==> src/rtl/sevenseg_scan_ctrl_if.sv <==
// Bus between the seven-segment scan controller and its user: value/strobe in,
// status and decoder/anode drive out.
interface sevenseg_scan_ctrl_if #(
    parameter int DIGITS = 4,
    parameter int WIDTH  = 14
);
    logic [WIDTH-1:0]  bin_in;
    logic              load;
    logic              blank_lz;
    logic              busy;
    logic              ovf;
    logic [3:0]        digit;
    logic [DIGITS-1:0] an;

    modport master (
        output bin_in, load, blank_lz,
        input  busy, ovf, digit, an
    );

    modport slave (
        input  bin_in, load, blank_lz,
        output busy, ovf, digit, an
    );
endinterface

==> src/rtl/sevenseg_scan_ctrl.sv <==
// Seven-segment scan controller: sequential double-dabble binary->BCD into a
// display register, scanned across DIGITS common-anode digits.
//
// state | meaning
// ------+------------------------------------------------------------
// IDLE  | waiting for load; display register shows last committed value
// CONV  | one double-dabble step per cycle, WIDTH cycles, then commit
//
// The interface instance must carry the same DIGITS/WIDTH as this module.
module sevenseg_scan_ctrl #(
    parameter int DIGITS      = 4,
    parameter int WIDTH       = 14,
    parameter int REFRESH_DIV = 100000
) (
    input  logic                 clk,
    input  logic                 rst,
    sevenseg_scan_ctrl_if.slave  bus
);
    localparam int SEL_W = (DIGITS > 1) ? $clog2(DIGITS) : 1;
    localparam int PRE_W = (REFRESH_DIV > 1) ? $clog2(REFRESH_DIV) : 1;
    localparam int BW    = $clog2(WIDTH + 1);
    localparam int NW    = 4 * DIGITS;

    function automatic logic [63:0] pow10_m1(input int n);
        logic [63:0] p;
        p = 64'd1;
        for (int i = 0; i < n; i++) p = p * 64'd10;
        return p - 64'd1;
    endfunction

    localparam logic [63:0]   MAXVAL = pow10_m1(DIGITS);
    localparam logic [NW-1:0] NINES  = {DIGITS{4'h9}};

    typedef enum logic {IDLE, CONV} state_t;

    state_t            state_q, state_d;
    logic [WIDTH-1:0]  shift_q;
    logic [NW-1:0]     scratch_q;
    logic [BW-1:0]     bitcnt_q;
    logic              ovf_pend_q;
    logic [NW-1:0]     display_q;
    logic              ovf_q;
    logic [SEL_W-1:0]  sel_q;
    logic [PRE_W-1:0]  presc_q;

    logic [NW-1:0]       adj;
    logic [NW+WIDTH-1:0] step;
    logic                last_step;
    logic                upper_zero;
    logic [3:0]          cur_nib;

    assign last_step = (bitcnt_q == BW'(1));

    // State register
    always_ff @(posedge clk) begin
        if (rst) state_q <= IDLE;
        else     state_q <= state_d;
    end

    // Next-state: start on load when idle, finish when the bit counter runs out
    always_comb begin
        state_d = state_q;
        case (state_q)
            IDLE: if (bus.load) state_d = CONV;
            CONV: if (last_step) state_d = IDLE;
            default: state_d = IDLE;
        endcase
    end

    // One double-dabble step: +3 on every nibble >= 5, then shift left by one
    always_comb begin
        adj = scratch_q;
        for (int i = 0; i < DIGITS; i++) begin
            if (scratch_q[4*i +: 4] >= 4'd5) adj[4*i +: 4] = scratch_q[4*i +: 4] + 4'd3;
        end
        step = {adj, shift_q} << 1;
    end

    // Conversion datapath; display and ovf only change on the commit edge
    always_ff @(posedge clk) begin
        if (rst) begin
            shift_q    <= '0;
            scratch_q  <= '0;
            bitcnt_q   <= '0;
            ovf_pend_q <= 1'b0;
            display_q  <= '0;
            ovf_q      <= 1'b0;
        end else begin
            case (state_q)
                IDLE: begin
                    if (bus.load) begin
                        shift_q    <= bus.bin_in;
                        scratch_q  <= '0;
                        bitcnt_q   <= BW'(WIDTH);
                        ovf_pend_q <= (64'(bus.bin_in) > MAXVAL);
                    end
                end
                CONV: begin
                    {scratch_q, shift_q} <= step;
                    bitcnt_q             <= bitcnt_q - BW'(1);
                    if (last_step) begin
                        display_q <= ovf_pend_q ? NINES : step[NW+WIDTH-1 -: NW];
                        ovf_q     <= ovf_pend_q;
                    end
                end
                default: ;
            endcase
        end
    end

    // Free-running scan: prescaler wraps at REFRESH_DIV-1 and advances the digit select
    always_ff @(posedge clk) begin
        if (rst) begin
            presc_q <= '0;
            sel_q   <= '0;
        end else if (presc_q == PRE_W'(REFRESH_DIV - 1)) begin
            presc_q <= '0;
            sel_q   <= (sel_q == SEL_W'(DIGITS - 1)) ? '0 : sel_q + SEL_W'(1);
        end else begin
            presc_q <= presc_q + PRE_W'(1);
        end
    end

    // Digit mux with leading-zero blanking; digit 0 is never blanked
    always_comb begin
        upper_zero = 1'b1;
        for (int i = 0; i < DIGITS; i++) begin
            if (i >= int'(sel_q) && display_q[4*i +: 4] != 4'h0) upper_zero = 1'b0;
        end
        cur_nib = display_q[int'(sel_q)*4 +: 4];
        bus.digit = (bus.blank_lz && sel_q != '0 && upper_zero) ? 4'hF : cur_nib;
    end

    assign bus.an   = ~(DIGITS'(1) << sel_q);
    assign bus.busy = (state_q == CONV);
    assign bus.ovf  = ovf_q;

endmodule

==> src/flat_wrapper.sv <==
// flat-port wrapper written by rule: the top's interface ports become plain ports
module sevenseg_scan_ctrl_flat 
#(
    parameter int DIGITS      = 4,
    parameter int WIDTH       = 14,
    parameter int REFRESH_DIV = 100000
)
  (clk, rst, bus_bin_in, bus_load, bus_blank_lz, bus_busy, bus_ovf, bus_digit, bus_an);
  sevenseg_scan_ctrl_if #(.DIGITS(DIGITS), .WIDTH(WIDTH)) bus_i ();
  input  logic clk;
  input  logic rst;
  input wire logic [$bits(bus_i.bin_in)-1:0] bus_bin_in;
  input wire logic [$bits(bus_i.load)-1:0] bus_load;
  input wire logic [$bits(bus_i.blank_lz)-1:0] bus_blank_lz;
  output wire logic [$bits(bus_i.busy)-1:0] bus_busy;
  output wire logic [$bits(bus_i.ovf)-1:0] bus_ovf;
  output wire logic [$bits(bus_i.digit)-1:0] bus_digit;
  output wire logic [$bits(bus_i.an)-1:0] bus_an;
  assign bus_i.bin_in = bus_bin_in;
  assign bus_i.load = bus_load;
  assign bus_i.blank_lz = bus_blank_lz;
  assign bus_busy = bus_i.busy;
  assign bus_ovf = bus_i.ovf;
  assign bus_digit = bus_i.digit;
  assign bus_an = bus_i.an;
  sevenseg_scan_ctrl #(.DIGITS(DIGITS), .WIDTH(WIDTH), .REFRESH_DIV(REFRESH_DIV)) u_core (.clk(clk), .rst(rst), .bus(bus_i));
endmodule
==> config.mk <==
export PLATFORM = sky130hd
export DESIGN_NAME = sevenseg_scan_ctrl_flat
export DESIGN_NICKNAME = d
export VERILOG_FILES = /design/src/rtl/sevenseg_scan_ctrl_if.sv /design/src/rtl/sevenseg_scan_ctrl.sv /design/src/flat_wrapper.sv
export SDC_FILE = /design/constraint.sdc
export NUM_CORES = 1
export LEC_CHECK = 0
export BUFFER_PORTS_ARGS = -buffer_cell sky130_fd_sc_hd__buf_2
export CORE_MARGIN = 8
export CORE_UTILIZATION = 55
export DETAILED_ROUTE_END_ITERATION = 10
export PLACE_DENSITY_LB_ADDON = 0.2
export SLEW_MARGIN = 10
export SYNTH_ARGS = -nofsm -noshare
export SYNTH_HDL_FRONTEND = slang
export SYNTH_SLANG_ARGS = --single-unit
==> constraint.sdc <==
create_clock -name clk -period 2.58 [get_ports clk]
set_input_delay 0.516 -clock clk [delete_from_list [all_inputs] [get_ports clk]]
set_output_delay 0.516 -clock clk [all_outputs]
set_load 0.05 [all_outputs]
-- Yosys cells after proc, flatten, opt, wreduce, memory -nomap -nowiden
Index checks and enable logic that the tools add are counted.
- add/sub/neg operators: 7
- order comparisons: 8
- eq/ne operators: 4
- shifts and indexed selects: 2
- muxes and demuxes: 20
- bitwise logic cells: 2
- reductions and logical operators: 13
- operators with widths (kind ; number):
    $mux 16 ; 2
    $pmux 16 s2 ; 1
    $pmux 14 s2 ; 1
    $mux 4 ; 5
    $add 17x1->17 const B ; 1
    $eq 17x17->1 const B ; 1
    $ge 4x3->1 const B ; 4
    $reduce_bool 4->1 ; 4
    $shiftx 16x5->4 ; 1
    $gt 14x14->1 const B ; 1
    $mux 14 ; 1
    $add 4x2->4 const B ; 3
    $pmux 4 s2 ; 1
    $mux 1 ; 6
    $logic_and 1x1->1 ; 5
    $eq 4x1->1 const B ; 1
    $ge 1x2->1 const A ; 2
    $not 4->4 ; 1
    $reduce_and 2->1 ; 2
    $shl 1x2->4 const A ; 1
    $sub 4x1->4 const B ; 1
    $add 3x2->3 const B ; 1
    $mux 3 ; 1
    $add 2x1->2 const B ; 1
    other kinds (8) ; 8
- flip-flop bits (word level): 72
- word-level logic and storage cells: 65

-- Depth between registers and ports, before layout
- word-level depth: 8
- gate-level depth with buffers: 7

-- Worst setup path before layout
Ideal clock, no wire load.
- path kind: reg2out
- from: reg u_core.sel_q[0]
- to: out bus_digit[1]
- arrival: 2.130 ns
- required time: 2.064 ns
- path slack: -0.066 ns
- stages on the path, launching flop included: 8
- path through: dfxtp_1 -> clkbuf_1 -> inv_1 -> ha_1 -> inv_1 -> nand3_1 -> nor3_1 -> nand2b_1
- longest elaborated chain between the ends: 8
- elaborated cells on any way between the ends: 15
- RTL lines (element ; RTL line ; RTL):
    from (decl) ; sevenseg_scan_ctrl.sv:43 ; logic [SEL_W-1:0] sel_q;
    from (signal assigned) ; sevenseg_scan_ctrl.sv:118 ; sel_q <= (sel_q == SEL_W'(DIGITS - 1)) ? '0 : sel_q + SEL_W'(1);
    $ge 1x2->1 ; sevenseg_scan_ctrl.sv:128 ; if (i >= int'(sel_q) && display_q[4*i +: 4] != 4'h0) upper_zero = 1'b0;
    $logic_and 1x1->1 ; sevenseg_scan_ctrl.sv:128 ;
    $mux 1 (4 in a row) ; sevenseg_scan_ctrl.sv:128 ;
    $logic_and 1x1->1 ; sevenseg_scan_ctrl.sv:131 ; bus.digit = (bus.blank_lz && sel_q != '0 && upper_zero) ? 4'hF : cur_nib;
    $mux 4 * ; sevenseg_scan_ctrl.sv:131 ;
    to (decl) ; flat_wrapper.sv:17 ; output wire logic [$bits(bus_i.digit)-1:0] bus_digit;
Mark *: on every way between the ends. The rest lies on a longest branch, timed or not.

-- Worst setup path after layout
Ends and elaborated chain as after synthesis.

==> metrics <==
outcome finished clean; Core Area 6314 sq um; CTS Hold Bufs 0; Slew HR 56.10%; Clock Sinks 72; DR pass1 iterations 6; VDD IR-drop max 0.4285 mV; number of setup violations in the final report 0; Post-Syn Instances 408; RSZ-0062 raised after global routing false; largest net degree at the start of global routing 51; final period utilization 90.79%; worst-case clock buffer depth 2; FF-to-FF path depth 5; WHS Path Cells 3; worst skew pair latency 340 ps; total die area 9316 sq um; Seq pwr share 51.0%; synthesized cell area 3566 sq um; setup TNS 0 ps; DRC Markers 0; grt total ovfl 0; WL final 6980 microns; io pins 28; root buffer cell clkbuf_8; H-tree depth 3; PortBufs 27; crit path capture type output port; # Post-CTS Setup Buffers 0; die width 96.52 microns; Cells after DPL 491; worst-margin pin slew 658.5 ps; crit-path max FO 10; CP arrival 1830 ps; critical path type reg2out; vias per inst 5.617; P_sw 514.3 uW; nets@finish 459; DIE HEIGHT 96.52 microns; Pleak 0.001482 uW; CTS Buf Count 9; vias in the first global route 2761; Initial Utilization 56.48%; min cycle time layout 2342 ps; crit path launch type flip-flop; post-DR wirelength/cell 13.77 microns; max frequency 426.9 MHz; Crit path required time 2060 ps; hold crit path type in2reg; warnings from Yosys 0; global-route wire length before repair 12310 microns; critical-path cell list inv_1, ha_1, inv_1, nand3_1, nor3_2, nand2b_2, buf_2; PD cells 579.4 nW/um^2; slowest CP cell dfxtp_4; Vias 2848; Avg Cell Area, Syn 8.740 sq um; Sw Ratio 22.49%; crit-path most repeated cell inv_1; Clock power frac 42.0%; Area Overhead vs Synth 10.67%; Std-Cell Rows 29; Final ANT Viol Nets 0; Total GRT Usage 16.37%; TritonCTS clock tree done; Seq/Total Area, Yosys 40.42%; non-filler cells, final 507; Max stage delay on crit path 430 ps; Syn Nets 442; Clock transition at path regs 70 ps; combinational share of power 7.0%; First DRT Iteration DRCs 93; critical path's top delay family simple AND/OR/NAND/NOR gates; Antenna diodes 0; Slew Limit Fails 0; Detailed Place HPWL 4907 microns; GP Congestion 0.8466; P_int 1772 uW; layout cell share with drive strength beyond 1 16.74%; Worst Path Buf+Inv 3; Synth Register Bits 72; antenna violations before repair 0; Fin Hold WS 478.7 ps; Setup Skew 9.029 ps; maxcap violations 0; Synth cell types 44; WP depth 7; Fin. Hold Viols 0
[cell usage after synthesis, drive strengths merged]
cell type / instances / area share, %
xnor2: 11 / 2.7
nor4b: 1 / 0.25
nor4: 6 / 1.1
and4bb: 2 / 0.70
nand4b: 1 / 0.25
o31ai: 1 / 0.21
a211oi: 2 / 0.42
mux2: 5 / 1.6
a21oi: 27 / 3.9
nand2: 9 / 0.95
mux4: 4 / 2.5
nand4: 6 / 1.2
o21ai: 13 / 1.8
a311oi: 2 / 0.49
dfxtp: 72 / 40
nor2b: 3 / 0.53
nand3: 9 / 1.6
or3: 4 / 0.70
mux2i: 18 / 5.1
and4: 2 / 0.49
o21ba: 3 / 0.84
clkbuf: 16 / 1.7
and2: 4 / 0.74
or4: 1 / 0.32
nor3b: 4 / 0.84
nor3: 18 / 2.5
buf: 9 / 1.3
ha: 16 / 5.6
nor4bb: 1 / 0.28
xor2: 6 / 1.5
nand2b: 9 / 1.6
inv: 31 / 3.3
o22ai: 4 / 0.70
nor2: 67 / 7.1
or2: 5 / 0.95
o32ai: 16 / 3.9
[registers in the layout, summed over array words and instances (netlist names)]
signal	cells
u_core.sel_q	2
u_core.bus.ovf	1
u_core.bus.busy	1
u_core.display_q	16
u_core.scratch_q	16
u_core.presc_q	17
u_core.shift_q	14
u_core.ovf_pend_q	1
u_core.bitcnt_q	4
[worst paths after layout]
check                                  startpoint           endpoint  slack (ps)
worst max-delay path              u_core.sel_q[0]       bus_digit[1]         240
worst min-delay path                bus_bin_in[0]  u_core.shift_q[0]         480
worst max register to register  u_core.presc_q[0]  u_core.presc_q[9]         660
worst min register to register  u_core.presc_q[0]  u_core.presc_q[0]         480
[worst register-to-register path, stage by stage (launching register included)]
cell and delay [ps]:
dfxtp_1 400, ha_1 250, and4_1 290, nand4_1 220, nand2b_1 530, nor2_1 110
[layout make-up]
type,count,area [sq um]
Fill cell,559,2367
Multi-Input combinational cell,280,1908
Clock buffer,13,148.9
Clock inverter,3,65.06
Sequential cell,72,1446
Inverter,31,116.4
Timing Repair Buffer,31,165.2
Tap cell,77,96.34
[cells by family after synthesis]
kind of cell	Yosys count	share of synthesized area (%)
AND/OR/NAND/NOR	152	22.04
flip-flops	72	40.42
AO/OA/AOI/OAI	68	12.32
buffers and inverters	56	6.280
multiplexers	27	9.158
XOR/XNOR	17	4.175
adder cells (fa/ha/maj)	16	5.614
[per-stage QoR]
step | utilization (%) | instance area, sq um | total power, uW | setup slack [ps]
6_report | 62.51 | 3946 | 2287 | 237.7
5_1_grt | 62.51 | 3946 | 2379 | 76.48
4_1_cts | 62.39 | 3939 | 2311 | 53.82
3_5_place_dp | 58.98 | 3724 | 1352 | 274.7
3_3_place_gp | 58.98 | 3724 | 1347 | 362.4
2_1_floorplan | - | 3568 | 1311 | 67.44
[placed cells by master (no fill, tap or decap), drive strengths merged, types with 3 or more instances in the layout]
cell	count
or2	5
clkbuf	13
nor3	18
o21ai	13
or3	4
nor2b	3
nand3	9
o22ai	4
mux4	4
o32ai	16
xor2	6
a21oi	27
mux2i	18
and2	4
ha	16
nand2	9
o21ba	3
nor4	6
nand2b	9
mux2	5
inv	31
nor3b	4
xnor2	11
dfxtp	72
nand4	6
buf	31
nor2	67
[power by group through the flow]
| stage | registers, uW | clock network [uW] | logic [uW] |
|---|---|---|---|
| global route | 1170 | 1030 | 182 |
| floorplan | 1190 | 0 | 125 |
| global placement | 1190 | 0 | 156 |
| detailed placement | 1190 | 0 | 160 |
| finish | 1170 | 961 | 160 |
| CTS | 1170 | 983 | 161 |
[per-layer routing]
layer / GRT usage (%) / vias to the layer above / wire length (microns)
li1: - / 1453 / -
met1: 20.43 / 1335 / 3405
met2: 26.44 / 51 / 3163
met3: 5.178 / 9 / 348
met4: 4.792 / 0 / 63
met5: 0 / - / 0
[what timing repair did]
action,CTS,global route
gates resized for setup,1,2
gates cloned,0,0
setup endpoints to repair,4,4
No activity file was read; power rests on OpenSTA's default activity.
